===== config.mk =====
export PLATFORM = sky130hd
export DESIGN_NAME = inv_round_ctrl_flat
export DESIGN_NICKNAME = d
export VERILOG_FILES = /design/src/rtl/aes_pkg.sv /design/src/rtl/inv_round_ctrl_if.sv /design/src/rtl/round_down_cnt.sv /design/src/rtl/inv_round_ctrl.sv /design/src/flat_wrapper.sv
export SDC_FILE = /design/constraint.sdc
export NUM_CORES = 1
export LEC_CHECK = 0
export CORE_UTILIZATION = 25
export CTS_CLUSTER_SIZE = 25
export DETAILED_ROUTE_END_ITERATION = 10
export GPL_TIMING_DRIVEN = 0
export PLACE_DENSITY = 0.57
export SETUP_SLACK_MARGIN = 0.1
export SYNTH_ARGS = -nofsm -noshare
export SYNTH_HDL_FRONTEND = slang
export SYNTH_HIERARCHICAL = 1
export SYNTH_SLANG_ARGS = --single-unit

===== constraint.sdc =====
create_clock -name CLK -period 4.7 [get_ports CLK]
set_clock_uncertainty 0.15 [all_clocks]
set_input_delay 0.94 -clock CLK [delete_from_list [all_inputs] [get_ports CLK]]
set_output_delay 0.94 -clock CLK [all_outputs]
set_load 0.1 [all_outputs]

===== src/rtl/aes_pkg.sv =====
// Shared AES inverse-cipher control definitions: FSM state encoding, round
// count defaults and the registered control-flag payload.
package aes_pkg;

   localparam int unsigned NR_DEF = 10;  // AES-128 round count
   localparam int unsigned RW_DEF = 4;   // round index width, 2**RW_DEF > NR_DEF

   typedef enum logic [2:0] {
      ST_IDLE  = 3'd0,
      ST_INIT  = 3'd1,
      ST_ROUND = 3'd2,
      ST_FINAL = 3'd3,
      ST_HOLD  = 3'd4
   } state_e;

   // Control outputs, all taken straight from flops.
   typedef struct packed {
      logic in_ready;
      logic load_state;
      logic last_round;
      logic busy;
      logic out_valid;
   } ctrl_flags_t;

   // Flag values the controller presents while sitting in state st.
   function automatic ctrl_flags_t flags_for(input state_e st, input logic key_ready);
      ctrl_flags_t f;
      f = '0;
      case (st)
         ST_IDLE:  f.in_ready   = key_ready;
         ST_INIT:  begin
            f.load_state = 1'b1;
            f.busy       = 1'b1;
         end
         ST_ROUND: f.busy       = 1'b1;
         ST_FINAL: begin
            f.last_round = 1'b1;
            f.busy       = 1'b1;
         end
         ST_HOLD:  f.out_valid  = 1'b1;
         default:  f = '0;
      endcase
      return f;
   endfunction

endpackage


===== src/rtl/inv_round_ctrl_if.sv =====
// Handshake and datapath-control bundle between the inverse-cipher round
// controller (slave) and its environment (master).
//   In_Valid/In_Ready   : ciphertext input handshake
//   Key_Ready           : key schedule stored and stable
//   Clear               : synchronous abort
//   Round_Num           : round-key index
//   Load_State/Last_Round/Busy : datapath control and status
//   Out_Valid/Out_Ready : plaintext output handshake
interface inv_round_ctrl_if #(
   parameter int unsigned RW = aes_pkg::RW_DEF
) ();

   logic          In_Valid;
   logic          In_Ready;
   logic          Key_Ready;
   logic          Clear;
   logic [RW-1:0] Round_Num;
   logic          Load_State;
   logic          Last_Round;
   logic          Busy;
   logic          Out_Valid;
   logic          Out_Ready;

   modport master (
      output In_Valid, Key_Ready, Clear, Out_Ready,
      input  In_Ready, Round_Num, Load_State, Last_Round, Busy, Out_Valid
   );

   modport slave (
      input  In_Valid, Key_Ready, Clear, Out_Ready,
      output In_Ready, Round_Num, Load_State, Last_Round, Busy, Out_Valid
   );

endinterface


===== src/rtl/round_down_cnt.sv =====
// Round index counter: presets to NR, loads NR-1, decrements saturating at 0.
//   clk, rst_n : clock, async active-low reset (count resets to NR)
//   preset_i   : load NR (highest priority)
//   load_i     : load NR-1
//   dec_i      : decrement, holding at 0
//   cnt_o      : current round index
//   last_o     : count is at 1 or below, i.e. the next decrement reaches zero
module round_down_cnt
   import aes_pkg::*;
#(
   parameter int unsigned NR = NR_DEF,
   parameter int unsigned RW = RW_DEF
) (
   input  logic          clk,
   input  logic          rst_n,
   input  logic          preset_i,
   input  logic          load_i,
   input  logic          dec_i,
   output logic [RW-1:0] cnt_o,
   output logic          last_o
);

   localparam logic [RW-1:0] CNT_NR   = RW'(NR);
   localparam logic [RW-1:0] CNT_LOAD = RW'(NR - 1);
   localparam logic [RW-1:0] CNT_ONE  = RW'(1);

   logic [RW-1:0] cnt_q;
   logic [RW-1:0] cnt_d;

   // Next count; never wraps below zero, never rises above NR.
   always_comb begin
      cnt_d = cnt_q;
      if (preset_i) begin
         cnt_d = CNT_NR;
      end else if (load_i) begin
         cnt_d = CNT_LOAD;
      end else if (dec_i && (cnt_q != '0)) begin
         cnt_d = cnt_q - CNT_ONE;
      end
   end

   always_ff @(posedge clk or negedge rst_n) begin
      if (!rst_n) begin
         cnt_q <= CNT_NR;
      end else begin
         cnt_q <= cnt_d;
      end
   end

   assign cnt_o  = cnt_q;
   assign last_o = (cnt_q <= CNT_ONE);

endmodule


===== src/rtl/inv_round_ctrl.sv =====
// AES inverse-cipher round controller. Accepts one ciphertext block, loads
// it with key[NR], steps the round index NR-1..1, runs the final round at 0
// without InvMixColumns and holds the plaintext until it is taken.
//   CLK, nRST : clock, asynchronous active-low reset
//   bus       : handshake / datapath control bundle (slave side)
module inv_round_ctrl
   import aes_pkg::*;
#(
   parameter int unsigned NR = NR_DEF,
   parameter int unsigned RW = RW_DEF
) (
   input  logic             CLK,
   input  logic             nRST,
   inv_round_ctrl_if.slave  bus
);

   state_e        state_q;
   state_e        state_d;
   ctrl_flags_t   flags_q;
   ctrl_flags_t   flags_d;

   logic          cnt_preset;
   logic          cnt_load;
   logic          cnt_dec;
   logic [RW-1:0] cnt;
   logic          cnt_last;

   round_down_cnt #(
      .NR (NR),
      .RW (RW)
   ) u_round_cnt (
      .clk      (CLK),
      .rst_n    (nRST),
      .preset_i (cnt_preset),
      .load_i   (cnt_load),
      .dec_i    (cnt_dec),
      .cnt_o    (cnt),
      .last_o   (cnt_last)
   );

   // Next state, counter control and next registered flags.
   always_comb begin
      state_d    = state_q;
      cnt_preset = 1'b0;
      cnt_load   = 1'b0;
      cnt_dec    = 1'b0;

      case (state_q)
         ST_IDLE: begin
            // In_Ready already folds in Key_Ready, so the key is only sampled here.
            if (bus.In_Valid && flags_q.in_ready) begin
               state_d = ST_INIT;
            end
         end
         ST_INIT: begin
            state_d  = ST_ROUND;
            cnt_load = 1'b1;
         end
         ST_ROUND: begin
            cnt_dec = 1'b1;
            if (cnt_last) begin
               state_d = ST_FINAL;
            end
         end
         ST_FINAL: begin
            state_d = ST_HOLD;
         end
         ST_HOLD: begin
            if (bus.Out_Ready) begin
               state_d = ST_IDLE;
            end
         end
         default: begin
            state_d = ST_IDLE;
         end
      endcase

      // Abort wins over every handshake.
      if (bus.Clear) begin
         state_d = ST_IDLE;
      end

      // Any entry to IDLE (done, abort, bad encoding) re-arms the index at NR.
      if (state_d == ST_IDLE) begin
         cnt_preset = 1'b1;
      end

      flags_d = flags_for(state_d, bus.Key_Ready);
   end

   always_ff @(posedge CLK or negedge nRST) begin
      if (!nRST) begin
         state_q <= ST_IDLE;
         flags_q <= '0;
      end else begin
         state_q <= state_d;
         flags_q <= flags_d;
      end
   end

   assign bus.In_Ready   = flags_q.in_ready;
   assign bus.Load_State = flags_q.load_state;
   assign bus.Last_Round = flags_q.last_round;
   assign bus.Busy       = flags_q.busy;
   assign bus.Out_Valid  = flags_q.out_valid;
   assign bus.Round_Num  = cnt;

endmodule


===== src/flat_wrapper.sv =====
// flat-port wrapper written by rule: the top's interface ports become plain ports
module inv_round_ctrl_flat import aes_pkg::*;
#(
   parameter int unsigned NR = NR_DEF,
   parameter int unsigned RW = RW_DEF
)
  (CLK, nRST, bus_In_Valid, bus_Key_Ready, bus_Clear, bus_Out_Ready, bus_In_Ready, bus_Round_Num, bus_Load_State, bus_Last_Round, bus_Busy, bus_Out_Valid);
  inv_round_ctrl_if #(.RW(RW)) bus_i ();
  input  logic CLK;
  input  logic nRST;
  input wire logic [$bits(bus_i.In_Valid)-1:0] bus_In_Valid;
  input wire logic [$bits(bus_i.Key_Ready)-1:0] bus_Key_Ready;
  input wire logic [$bits(bus_i.Clear)-1:0] bus_Clear;
  input wire logic [$bits(bus_i.Out_Ready)-1:0] bus_Out_Ready;
  output wire logic [$bits(bus_i.In_Ready)-1:0] bus_In_Ready;
  output wire logic [$bits(bus_i.Round_Num)-1:0] bus_Round_Num;
  output wire logic [$bits(bus_i.Load_State)-1:0] bus_Load_State;
  output wire logic [$bits(bus_i.Last_Round)-1:0] bus_Last_Round;
  output wire logic [$bits(bus_i.Busy)-1:0] bus_Busy;
  output wire logic [$bits(bus_i.Out_Valid)-1:0] bus_Out_Valid;
  assign bus_i.In_Valid = bus_In_Valid;
  assign bus_i.Key_Ready = bus_Key_Ready;
  assign bus_i.Clear = bus_Clear;
  assign bus_i.Out_Ready = bus_Out_Ready;
  assign bus_In_Ready = bus_i.In_Ready;
  assign bus_Round_Num = bus_i.Round_Num;
  assign bus_Load_State = bus_i.Load_State;
  assign bus_Last_Round = bus_i.Last_Round;
  assign bus_Busy = bus_i.Busy;
  assign bus_Out_Valid = bus_i.Out_Valid;
  inv_round_ctrl #(.NR(NR), .RW(RW)) u_core (.CLK(CLK), .nRST(nRST), .bus(bus_i));
endmodule

==> metrics.txt <==
run status finished clean; internal cell power 0.170 mW; final WL 1.25 mm; count of flip-flops with a built-in enable after synthesis 0; Clock H-tree levels 1; leftover overflow at the end of global routing 0; number of buffers added for setup after CTS 0; total number of yosys warnings 6; CTS tree built; count of max-cap constraint violations 0; Hold Crit Endpoint u_core/u_round_cnt/cnt_o[3]; r2r worst-path depth 6; power density over cell area 279 mW/mm2; routability cong. 0.717; number of nets produced by synthesis 70; Setup Crit Path Kind register to output pin; clock latency of the later-clocked register in the worst-skew pair 0.27 ns; Inserted Clock Buffers 3; FFs w/ async S/R, synth 100%; count of inserted antenna diode cells 0; flop2flop setup slack 2.47 ns; Sink Count 12; max-slew violations 0; first-pass GRT wire length 2.04 mm; post-route worst hold slack 0.407 ns; Tcrit/Tclk final 65.4%; DRT antenna net count 0; relative max-transition margin 34.4%; actual transition at the worst max-transition pin 0.980 ns; number of input and output port buffers inserted 14; peak fanout along the critical path 5; layout-stage area growth over the synthesis result 33.1%; worst-case vdd ir drop 0.000160 V; launch instance of the worst register-to-register path u_core/state_q[0]; top cells by instance count after synthesis dfrtp_1 (10), inv_1 (4), nand2_1 (4), nor3_1 (4), nor3b_1 (4); Placed Cells incl. Taps 105; clock group share of total power 34.3%; top-level port count 15; Die Area 0.00279 mm2; final hold violations 0; switching share of power 29.2%; relative contribution of sequential cells to total power 45.4%; detailed-route vias per instance 4.50; filler-free cell count of the finished design 109; RR Endpoint u_core/u_round_cnt/cnt_o[2]; die width 52.8 um; sequential area share after synthesis 46.9%; vias in the first global route 490; mean area per synthesized cell 10.6 um2; fraction of layout instances using a drive strength above 1 17.7%; highest clock frequency the design can meet 0.326 GHz; vias post-DR 490; DRC violation total after the first TritonRoute iteration 5; Post-Syn Area 646 um2; Seq cells post-synth 12; number of design rule violations left after detail routing 0; dominant cell type by area after synthesis dfrtp_1; min Tclk post-route 3.07 ns; kind of end point of the critical path output pin; core region area 0.00245 mm2; leakage power total 0.354 nW; Combinational Power Share 20.3%; final net count 89; clock slew at reported path FFs 0.07 ns; Hold-fix buffers, CTS 0; detail-routed net length per standard cell 11.5 um; height of the die 52.8 um; number of antenna violations at the first check in global routing 0; slowest library cell on the worst path clkdlybuf4s50_1; CP delay by family, top buffers and inverters; Fillers 264; origin of the worst min-delay path u_core/u_round_cnt/cnt_o[3]; HP Class register to register; DP Worst Slack 1.56 ns; final design area excluding fillers 860 um2; area share of the largest cell type after synthesis 38.8%; prevailing post-synth register cell dfrtp_1; Global Route Usage Sum 10.5%; WP buf/inv 1; Synth area leaders dfrtp_1 (39%), dfstp_2 (8.1%), ha_1 (5.8%); required time worst endpoint 3.61 ns; RSZ-0062 raised after global routing false; most common cell in the synthesized netlist dfrtp_1; total negative setup slack 0 ns; maximum number of pins on one net before global-route repair 13; delay of the slowest critical-path stage 1.14 ns; total cell area at the placement stage 823 um2; cell-by-cell listing of the critical path clkdlybuf4s50_1; number of instances in the synthesized netlist 61; maximum clock insertion buffer count 2; count of instances resized after the clock tree is built 0; endpoint arrival time on the critical path 1.98 ns; kind of start point of the critical path register; synth unique cells 29; depth of the worst hold-timing path 2; number of cell rows 18; library cell used as clock root buffer clkbuf_4; first-pass detailed-route iteration total 4; # setup viols final 0; Starting Density 26.3%; final worst-path setup slack 1.63 ns; Net Switching 0.0701 mW; half-perimeter wire length after detailed placement 935 um
[registers in the layout, summed over array words and instances (netlist names)]
name,flops
u_core/u_round_cnt/cnt_o,4
u_core/state_q,3
u_core/bus.Busy,1
u_core/bus.In_Ready,1
u_core/bus.Last_Round,1
u_core/bus.Load_State,1
u_core/bus.Out_Valid,1
[through the flow]
stage | utilization, % | total power, mW
after global routing | 35.0 | 0.252
after floorplan | - | 0.144
after global placement | 33.5 | 0.160
after CTS | 35.0 | 0.244
after detailed placement | 33.5 | 0.160
final | 35.0 | 0.240
[area by class of cell]
type                            count  area (um2)  area share [%]
Sequential cell                    12         303            35.2
Multi-Input combinational cell     42         304            35.4
Timing Repair Buffer               14         140            16.3
Tap cell                           30        37.5            4.37
Inverter                            4        15.0            1.75
Clock buffer                        4        36.3            4.22
Buffer                              3        23.8            2.77
[cells in the final DEF, fill, tap and decap left out, types with 3 or more instances in the layout]
cell type         n
dfrtp_1          10
ha_1              3
clkdlybuf4s50_1  14
clkbuf_4          3
nand2_1           4
nand3_1           3
nor3b_1           4
nor2_1            3
inv_1             4
nor3_1            4
[power groups by stage]
| stage | clock network (mW) | logic (mW) | registers [mW] |
|---|---|---|---|
| after floorplan | 0 | 0.0149 | 0.129 |
| after global placement | 0 | 0.0489 | 0.111 |
| after detailed placement | 0 | 0.0490 | 0.111 |
| after CTS | 0.0858 | 0.0492 | 0.109 |
| after global routing | 0.0906 | 0.0522 | 0.109 |
| final | 0.0823 | 0.0486 | 0.109 |
[logic make-up (layout without fill, tap and decap cells)]
group	count (synthesis)	in the layout	share of synthesized area [%]
AOI/OAI and AO/OA	12	12	14.7
and+or+nand+nor	26	26	25.2
xor gates and xnor gates	1	1	1.36
DFF	12	12	46.9
buffers and inverters	7	25	6.01
adders and majority gates	3	3	5.81
[routing by layer]
layer  vias up  track usage, %  part of all wire [%]
li1        253               -                     -
met1       228            11.1                    47
met4         0            6.58                     0
met5         -               0                     0
met3         0            2.61                   4.7
met2         9            18.4                    48
[worst max-delay path by stage]
stage                                startpoint                          end  slack (ns)  cells after the start
finish              u_core/u_round_cnt/cnt_o[3]             bus_Round_Num[3]        1.63                      1
floorplan                         bus_Out_Ready  u_core/u_round_cnt/cnt_o[2]        2.08                      5
global route        u_core/u_round_cnt/cnt_o[1]             bus_Round_Num[1]        1.58                      1
detailed placement                bus_Out_Ready  u_core/u_round_cnt/cnt_o[2]        1.56                      6
global placement                  bus_Out_Ready  u_core/u_round_cnt/cnt_o[2]        1.55                      6
CTS                 u_core/u_round_cnt/cnt_o[3]             bus_Round_Num[3]        1.61                      1
No activity file was read; power rests on OpenSTA's default activity.
==> variant 1: new RTL, same settings <==
Make the reset (`nRST` and `rst_n`) synchronous in 2 clocked blocks. Comments in the files are not updated.
--- a/src/rtl/round_down_cnt.sv
+++ b/src/rtl/round_down_cnt.sv
@@ -40,5 +40,5 @@
    end
 
-   always_ff @(posedge clk or negedge rst_n) begin
+   always_ff @(posedge clk) begin
       if (!rst_n) begin
          cnt_q <= CNT_NR;
--- a/src/rtl/inv_round_ctrl.sv
+++ b/src/rtl/inv_round_ctrl.sv
@@ -89,5 +89,5 @@
    end
 
-   always_ff @(posedge CLK or negedge nRST) begin
+   always_ff @(posedge CLK) begin
       if (!nRST) begin
          state_q <= ST_IDLE;
Behaviour: differs if nRST is asserted again (counterexample within 4 cycles, from zero or initial values and one cycle with nRST low); with nRST held inactive, the same outputs for 10 cycles.
==> variant 1 against the unedited design <==
  * Setup slack improved by 0.097 ns
  * Design area fell by 3.6%
  * Sequential share of layout area fell by 6.2 points
  * First-iteration DRC count rose by 80%
  * Sequential cell count did not move
  * Via count rose by 7.3%
  * Wire length fell by 3.6%
  * Synthesized area fell by 4.5%
Power is not compared: it rests on default switching activity, and its combinational part moved more than twofold at a synthesized area within 25%.
==> variant 1: results (changes against the unedited design) <==
- Status: completed (unchanged)
- Reg-to-Reg End: u_core/u_round_cnt/cnt_o[3] (was u_core/u_round_cnt/cnt_o[2])
- Post-synthesis compound-gate area fraction: 15.6% (was 14.7%)
- Placement Setup Slack: 1.72 ns (was 1.56 ns)
- Final #Nets: 93 (was 89)
- Synth Instances: 65 (was 61)
- WL per Instance: 10.9 um (was 11.5 um)
- Number of DRC markers in iteration 0: 9 (was 5)
- Synthesized Nets: 74 (was 70)
- Routed wl met2: 526 um (was 601 um)
- GR met3 Demand/Resource: 6.43% (was 2.61%)
- GRT Util Overall: 10.4% (was 10.5%)
- Reg2reg setup slack: 2.53 ns (was 2.47 ns)
- Largest cells by area after synthesis: dfxtp_1 39%, ha_1 6.1%, nand2_1 3.7%, nand3b_1 3.7%, nor3b_1 3.7% (was dfrtp_1 39%, dfstp_2 8.1%, ha_1 5.8%, nor3b_1 4.7%, nor3_1 3.1%)
- Register area: 240 um2 (was 303 um2)
- Wire length on met3: 79 um (was 59 um)
- WL final: 1210 um (was 1250 um)
- Crit-path max FO: 7 (was 5)
- Clk buf depth: 2 (unchanged)
- Dpl cells: 107 (was 105)
- Crit. Startpoint: u_core/u_round_cnt/cnt_o[2] (was u_core/u_round_cnt/cnt_o[3])
- Adder-cell share of the synthesized area: 6.09% (was 5.81%)
- Vias in the first global route: 504 (was 490)
- Routability cong.: 0.733 (was 0.717)
- R2r worst-path depth: 4 (was 6)
- Grt met1 use: 11.7% (was 11.1%)
- Fillers: 226 (was 264)
- Grt met2 use: 17.1% (was 18.4%)
- Layout cells sized above 1: 15.7% (was 17.7%)
- Top_reg_cell synth: dfxtp_1 (was dfrtp_1)
- Fraction of registers with async set/reset: 0% (was 100%)
- XOR/XNOR share of the synthesized area: 1.42% (was 1.36%)
- Non-CTS buffers: 16 (was 17)
- HP Start: u_core/bus.In_Ready (was u_core/u_round_cnt/cnt_o[3])
- Pwr Total: a little over 200 uW
- First-pass GRT wire length: 2010 um (was 2040 um)
- Metal-1 WL: 603 um (was 592 um)
- Critical path arrival: 1.88 ns (was 1.98 ns)
- Layout clock area frac: 4.38% (was 4.22%)
- Tcrit/Tclk final: 63.3% (was 65.4%)
- Pin count of the biggest net entering global routing: 11 (was 13)
- RR Startpoint: u_core/state_q[1] (was u_core/state_q[0])
- Post-synthesis sequential area ratio: 38.9% (was 46.9%)
- Hpwl dp: 894 um (was 935 um)
==> variant 1: cell types whose count changed after synthesis, sizes merged, moves of 2 or more <==
cell	delta
nor3	-2
nand2	+2
nand3	-3
dfxtp	+12
a211o	+2
dfstp	-2
nor4	+2
or3b	+2
or3	-2
dfrtp	-10
==> variant 1: worst max-delay path by stage <==
stage / end / cells past startpoint
after floorplan: u_core/u_round_cnt/cnt_o[2] / 5
after global placement: u_core/u_round_cnt/cnt_o[2] / 6
after detailed placement: u_core/u_round_cnt/cnt_o[2] / 6
after CTS: bus_Round_Num[2] / 1
after global routing: bus_Round_Num[2] / 1
final: bus_Round_Num[2] / 1
==> variant 1: through the flow <==
step	hold WS (ns)	utilization, %	area, um2
final	0.344	36.4	828
after global routing	0.367	36.4	828
after CTS	0.347	36.4	828
after detailed placement	0.335	34.8	792
after global placement	0.336	34.8	792
after floorplan	0.354	-	617
==> variant 2: new RTL, config.mk and constraints unchanged <==
Without the edit above. The package constant `RW_DEF` goes from 4 to 6.
--- a/src/rtl/aes_pkg.sv
+++ b/src/rtl/aes_pkg.sv
@@ -4,5 +4,5 @@
 
    localparam int unsigned NR_DEF = 10;  // AES-128 round count
-   localparam int unsigned RW_DEF = 4;   // round index width, 2**RW_DEF > NR_DEF
+   localparam int unsigned RW_DEF = 6;   // round index width, 2**RW_DEF > NR_DEF
 
    typedef enum logic [2:0] {
Interface: changed (resized bus_Round_Num); port bits go from 15 to 17. The function was not compared with the original's and may differ.
==> variant 2 against the unedited design <==
  * Clock power rose by 11%
  * Critical path depth is the same
  * Synthesized area grew 23%
  * Wire length is 32% higher
  * Non-clock buffer count is 2 higher
  * Design area is 22% higher
  * Fmax shrank 2.1%
  * Combinational power grew 8.2%
  * Register-to-register slack got worse by 0.09 ns
  * Total power grew 13%
  * Setup slack got worse by 0.064 ns
  * Sequential cell count rose by 2
  * Critical endpoint unchanged
  * Highest routed layer is now met4
==> variant 2: results (changes against the unedited design) <==
- Status: completed (unchanged)
- Clk buf depth: 2 (unchanged)
- Reg2reg setup slack: 2.38 ns (was 2.47 ns)
- Max-slew headroom: 35.0% (was 34.4%)
- Hold Crit Class: flip-flop to flip-flop (unchanged)
- Leakage Power: 0.000432 uW (was 0.000354 uW)
- CTS Root Cell: clkbuf_4 (unchanged)
- Pin count of the biggest net entering global routing: 15 (was 13)
- Cell internal pwr: 187 uW (was 170 uW)
- DRT Pass-1 Iters: 6 (was 4)
- Synthesized Nets: 84 (was 70)
- Peak supply drop: 93.5 uV (was 160 uV)
- Largest cells by area after synthesis: dfrtp_1 38%, dfstp_2 6.6%, ha_1 4.7%, mux2i_1 3.8%, a2111oi_0 3.3% (was dfrtp_1 39%, dfstp_2 8.1%, ha_1 5.8%, nor3b_1 4.7%, nor3_1 3.1%)
- GRT Util Overall: 10.4% (was 10.5%)
- Layout cells sized above 1: 14.7% (was 17.7%)
- Setup bufs post-CTS: 0 (unchanged)
- IO buf count: 16 (was 14)
- First-pass GRT wire length: 2590 um (was 2040 um)
- Critical path arrival: 2.05 ns (was 1.98 ns)
- Diodes inserted: 0 (unchanged)
- Clk slew on worst S/H paths: 0.10 ns (was 0.07 ns)
- Initial antenna violation count: 0 (unchanged)
- Hpwl dp: 1190 um (was 935 um)
- Mux cell area share after synthesis: 3.78% (was 0%)
- Post-synthesis compound-gate area fraction: 17.2% (was 14.7%)
- Routability cong.: 0.760 (was 0.717)
- Yosys cell types: 34 (was 29)
- Vias in the first global route: 585 (was 490)
- Clock Latency Late Sink: 0.29 ns (was 0.27 ns)
- Largest register FFs: 6 (was 4)
- XOR/XNOR share of the synthesized area: 1.10% (was 1.36%)
- Top cells by count, synth: 12 x dfrtp_1, 6 x nor2_1, 5 x inv_1, 5 x nand2_1, 5 x nor3_1 (was 10 x dfrtp_1, 4 x inv_1, 4 x nand2_1, 4 x nor3_1, 4 x nor3b_1)
- Synth Warn #: 6 (unchanged)
- Fillers: 313 (was 264)
- Number of DRC markers in iteration 0: 21 (was 5)
- Post-synthesis sequential area ratio: 44.4% (was 46.9%)
- Post_cts resized: 0 (unchanged)
- Adder-cell share of the synthesized area: 4.72% (was 5.81%)
- WL final: 1650 um (was 1250 um)
- Crit-path max FO: 7 (was 5)
- Critical Path Max Stage Delay: 1.15 ns
- R2r worst-path depth: 5 (was 6)
- # H-tree levels: 1 (unchanged)
- Vias per inst: 4.61 (was 4.50)
- CTS Buf Count: 3 (unchanged)
- Worst Hold Depth: 2 (unchanged)
- Final #Nets: 105 (was 89)
[variant 2: cell count changes after synthesis, moves of 2 or more]
cell	delta
a2111oi_0	+3
dfrtp_1	+2
mux2i_1	+3
nand3_1	-2
nor2_1	+3
o211a_1	+2
or3_1	+2
[variant 2: metrics by stage]
step | hold slack, ns | total power [uW] | instance area, um2 | cells | setup WS, ns
floorplan | 0.373 | 164 | 795 | 75 | 2.27
global placement | 0.396 | 181 | 1010 | 135 | 1.75
detailed placement | 0.397 | 181 | 1010 | 135 | 1.76
CTS | 0.411 | 275 | 1050 | 139 | 1.55
global route | 0.437 | 283 | 1050 | 139 | 1.52
finish | 0.412 | 270 | 1050 | 139 | 1.56
[variant 2: worst min-delay path, delay by kind of cell, from the launching register on]
family / cells / cell delay, ns
buf+inv: 1 / 0.15
flops: 1 / 0.33
simple gates: 1 / 0.06
[variant 2: layer usage]
layer / vias to the layer above / global-route usage (%) / share of wire, %
met1: 301 / 12.0 / 45
li1: 322 / - / -
met4: 0 / 4.08 / 1.2
met5: - / 0 / 0
met3: 4 / 4.62 / 7.1
met2: 14 / 16.9 / 47
[variant 2: path summary, 6_finish.rpt]
kind,start,to
worst max-delay path,u_core/u_round_cnt/cnt_o[3],bus_Round_Num[3]
max in group asynchronous,nRST,u_core/bus.Last_Round
worst max register to register,u_core/state_q[1],u_core/u_round_cnt/cnt_o[4]
worst min register to register,u_core/state_q[2],u_core/state_q[1]
worst min-delay path,u_core/state_q[2],u_core/state_q[1]
min in group asynchronous,nRST,u_core/u_round_cnt/cnt_o[0]
[variant 2: cells by family (layout without fill, tap and decap cells)]
group	count (synthesis)	in the layout
buf+inv	8	28
xor+xnor	1	1
flops	14	14
simple gates	31	31
compound gates	15	15
mux	3	3
fa+ha+maj	3	3
[variant 2: layout make-up]
type,count,area [um2],share of cell area (%)
Buffer,3,23.8,2.27
Clock buffer,4,36.3,3.47
Inverter,5,18.8,1.79
Multi-Input combinational cell,53,399,38.2
Sequential cell,14,353,33.7
Tap cell,44,55.1,5.26
Timing Repair Buffer,16,160,15.3
[variant 2: power groups by stage]
stage / Sequential [uW] / Clock [uW] / Combinational (uW)
5_1_grt: 127 / 101 / 56.2
6_report: 126 / 91.6 / 52.6
2_1_floorplan: 147 / 0 / 17.2
3_3_place_gp: 129 / 0 / 52.3
3_5_place_dp: 129 / 0 / 52.7
4_1_cts: 126 / 95.4 / 52.9
